==> config.mk <==
export PLATFORM = sky130hd
export DESIGN_NAME = newspaper_vendor
export DESIGN_NICKNAME = d
export VERILOG_FILES = /design/src/rtl/newspaper_vendor.sv
export SDC_FILE = /design/constraint.sdc
export NUM_CORES = 1
export LEC_CHECK = 0
export ABC_AREA = 1
export CAP_MARGIN = 15
export CORE_MARGIN = 2
export CORE_UTILIZATION = 61
export CTS_CLUSTER_SIZE = 40
export DETAILED_ROUTE_END_ITERATION = 10
export PLACE_DENSITY = 0.84
export SETUP_SLACK_MARGIN = 0.2
export SKIP_CTS_REPAIR_TIMING = 1
export SLEW_MARGIN = 20
export SYNTH_ARGS = -nofsm -noshare
export SYNTH_HDL_FRONTEND = slang
export SYNTH_SLANG_ARGS = --single-unit
==> constraint.sdc <==
create_clock -name clk -period 8.77 [get_ports clk]
set_clock_uncertainty 0.15 [all_clocks]
set_input_delay 1.3155 -clock clk [delete_from_list [all_inputs] [get_ports clk]]
set_output_delay 1.3155 -clock clk [all_outputs]
set_load 0.02 [all_outputs]
==> src/rtl/newspaper_vendor.sv <==
// newspaper_vendor: 25-cent paper vending FSM with release and change pulses
module newspaper_vendor (
  output logic R,
  output logic N1,
  output logic D1,
  output logic D2,
  input  logic Q,
  input  logic D,
  input  logic N,
  input  logic clk,
  input  logic reset
);
  typedef enum logic [2:0] {S0, S5, S10, S15, S20} state_t;
  state_t state, state_nxt;
  logic one, rel;
  logic [5:0] val, sum, chg;
  always_comb begin
    one = {Q, D, N} inside {3'b001, 3'b010, 3'b100};
    val = Q ? 6'd25 : D ? 6'd10 : 6'd5;
    sum = 6'(state) * 6'd5 + val;
    state_nxt = state;
    rel = 1'b0;
    chg = 6'd0;
    if (one) begin
      rel = sum >= 6'd25;
      chg = rel ? sum - 6'd25 : 6'd0;
      state_nxt = rel ? S0 : state_t'(3'(sum / 6'd5));
    end
  end
  always_ff @(posedge clk) begin
    if (reset) begin
      state <= S0;
      {R, N1, D1, D2} <= 4'b0000;
    end else begin
      state <= state_nxt;
      R <= rel;
      N1 <= chg == 6'd5 || chg == 6'd15;
      D1 <= chg == 6'd10 || chg == 6'd15;
      D2 <= chg == 6'd20;
    end
  end
endmodule

==> metrics.cfg <==
[setup_path]
path_cells=clkdlybuf4s50_1, inv_1, nor2_1, ha_1, ha_1, fa_1, nand2_1, nand2_2, inv_2, ha_1, inv_1, nand2_1, inv_2, nand2_4, nand2_4, o21ai_2, nand2_2, nand2_1, nand2_1, nand2_1, nand2_1, nand2_1, a21oi_2
worst_setup_path_start_kind=input port
timing.rr.start=state[0]$_SDFFE_PP0P_
cp_common_cell=nand2_1
cpMaxStageDelayCell=clkdlybuf4s50_1
crit_path_end_kind=flip-flop
critPathRequiredTime_ns=8.75
timing.rr.end=state[1]$_SDFFE_PP0P_
critPathMaxFanout=6
rrSetupSlack_ns=5.36
crit_type=in -> reg
slowest_delay_ns=0.50
startpoint=D
worstPathArrival_ns=4.50
rr_worst_depth=22

[cts]
cts_buffer_depth=2
cts_sinks=7
cts_tree=yes
clockRootBuffer=clkbuf_4
cts_max_level=1
cts_buffers=3
clock_latency_ns=0.24
clk_pin_slew_ns=0.05

[timing]
timing.slew.headroom_pct=72.2
period_share_pct=51.5
rsz0062_at_grt=no
timing.fmax_mhz=221
layout_min_cycle_time_ns=4.52
hold_violations=0
worstMarginPinSlew_ns=0.415
finalSetupViolCount=0
finalWorstSetupSlack_ns=4.25
maxSlewViolCount=0
finalSetupTns_ns=0

[drt]
wl_met2_um=988
drt_wl_total_um=2040
dr.first_iter.drc_count=31
viasPerCell=5.34
routed.top_layer=met4
dr_wl_met3_um=64
wl_met1_um=967
first_pass_iters=4
vias=966
wl_per_cell_um=11.2
drc_errors=0
ant_nets=0

[yosys]
syn_area_mm2=0.00101
yosysTopAreaCellShare_pct=19.7
yosys-top-cells-count=nand2_1 (39), inv_1 (19), nor2_1 (17)
synth_area_per_cell_um2=6.63
syn_inst=153
synth_most_common_cell=nand2_1
synth_seq_area_share_pct=13.8
synth_edf_count=0
synth_top_cell_by_area=ha_1
syn-num-nets=176
yosysWarnings=0
synth_seq_cells=7
synth_cell_types=25
netlist_top_cells_area=ha_1 (20%), nand2_1 (14%), dfxtp_1 (14%), inv_1 (7.0%), nor2_1 (6.3%)
synthArstFlopShare_pct=0
ys.flop_type=dfxtp_1

[place]
dp_hpwl_um=1680
place_area_mm2=0.00111
port_buffers=8
gp_congestion=0.821
dp_slack_ns=4.02

[power]
p_sw_share_pct=58.2
seq_power_share_pct=9.1
p_int_mw=0.197
ir_drop_uv=309
power.density_mw_per_mm2=414
p_leak_nw=0.588
p_switching_mw=0.275
clkPwrFrac_pct=5.9
pwr-share-comb_pct=84.9
p_total_mw=0.472

[grt]
grt_overflow=0
grt_util_all_layers_pct=23.5
grt_max_degree=9
grt_pass1_vias=903
grt_pass1_wl_um=3550
antenna_found_initial=0

[die]
die_area_mm2=0.00201
die_h_um=44.8
ios=9
design.core.area_mm2=0.00154
initial_utilization_pct=65.8
row_count=14
die-width_um=44.8

[layout]
num-nets-final=189
area_delta_synth_final_pct=12.5
drive_gt1_share_pct=13.9
antenna_cells=0
fin_area_mm2=0.00114
n_fill_cell=122

[outcome]
outcome=finished, final reports clean

[worst_hold_path]
holdCritPathClass=reg -> reg
min_to=state[2]$_SDFFE_PP0P_
min-delay-start=state[2]$_SDFFE_PP0P_
worstHoldPathCells=2

[flow_run]
maxCapViolCount=0

## cells in the final DEF (no fill, tap or decap), drive strengths merged, types with 4 or more instances in the layout
cell type / synthesis / routed
a21oi: 7 / 7
clkbuf: 0 / 4
clkdlybuf4s50: 0 / 8
dfxtp: 7 / 7
ha: 16 / 16
inv: 22 / 22
nand2: 48 / 48
nand3: 15 / 15
nor2: 17 / 17
o21ai: 5 / 5
## sequential cells by signal (all words and copies together) (netlist names)
name   count
D1         1
D2         1
N1         1
R          1
state      3
## routing by layer
metal,global-route usage [%],vias to the layer above
met4,5.29,0
met2,42.3,22
met1,28.7,426
met3,4.80,2
li1,-,516
met5,0,-
## worst max path at each step
stage / end / slack (ns) / depth (start not counted)
after global placement: state[1]$_SDFFE_PP0P_ / 4.11 / 22
after CTS: state[1]$_SDFFE_PP0P_ / 4.27 / 23
after detailed placement: state[1]$_SDFFE_PP0P_ / 4.02 / 26
after floorplan: state[0]$_SDFFE_PP0P_ / 4.80 / 24
after global routing: state[1]$_SDFFE_PP0P_ / 3.95 / 27
final: state[1]$_SDFFE_PP0P_ / 4.25 / 23
## per-stage QoR
stage / instances / hold slack (ns) / utilization [%]
3_5_place_dp: 177 / 0.360 / 72.3
2_1_floorplan: 153 / 0.310 / -
3_3_place_gp: 177 / 0.344 / 72.3
4_1_cts: 181 / 0.368 / 74.0
5_1_grt: 181 / 0.378 / 74.0
6_report: 181 / 0.359 / 74.0
## critical path: cells and delay by family
kind	cells	cell delay, ns
AO/OA/AOI/OAI	2	0.28
buffers and inverters	5	0.77
AND/OR/NAND/NOR	12	1.07
adder cells (fa/ha/maj)	4	1.06
## final cells by class
type	instances	area (um2)	share of cell area [%]
Tap cell	16	20.0	1.75
Timing Repair Buffer	8	80.1	7.02
Multi-Input combinational cell	123	788	69.1
Clock buffer	4	26.3	2.30
Sequential cell	7	140	12.3
Inverter	23	86.3	7.57
## power by group through the flow
stage	sequential [mW]	combinational (mW)	clock [mW]
2_1_floorplan	0.0446	0.327	0
3_5_place_dp	0.0441	0.397	0
4_1_cts	0.0435	0.399	0.0288
5_1_grt	0.0437	0.457	0.0310
6_report	0.0432	0.401	0.0280
3_3_place_gp	0.0438	0.386	0
## kinds of logic after synthesis
| group | after synthesis | share of synthesized area, % |
|---|---|---|
| AO/OA/AOI/OAI | 13 | 8.51 |
| XOR/XNOR | 4 | 3.45 |
| adder cells (fa/ha/maj) | 18 | 23.7 |
| buffers and inverters | 23 | 8.51 |
| flip-flops | 7 | 13.8 |
| AND/OR/NAND/NOR | 88 | 42.0 |
Power figures use the tool's default switching activity.
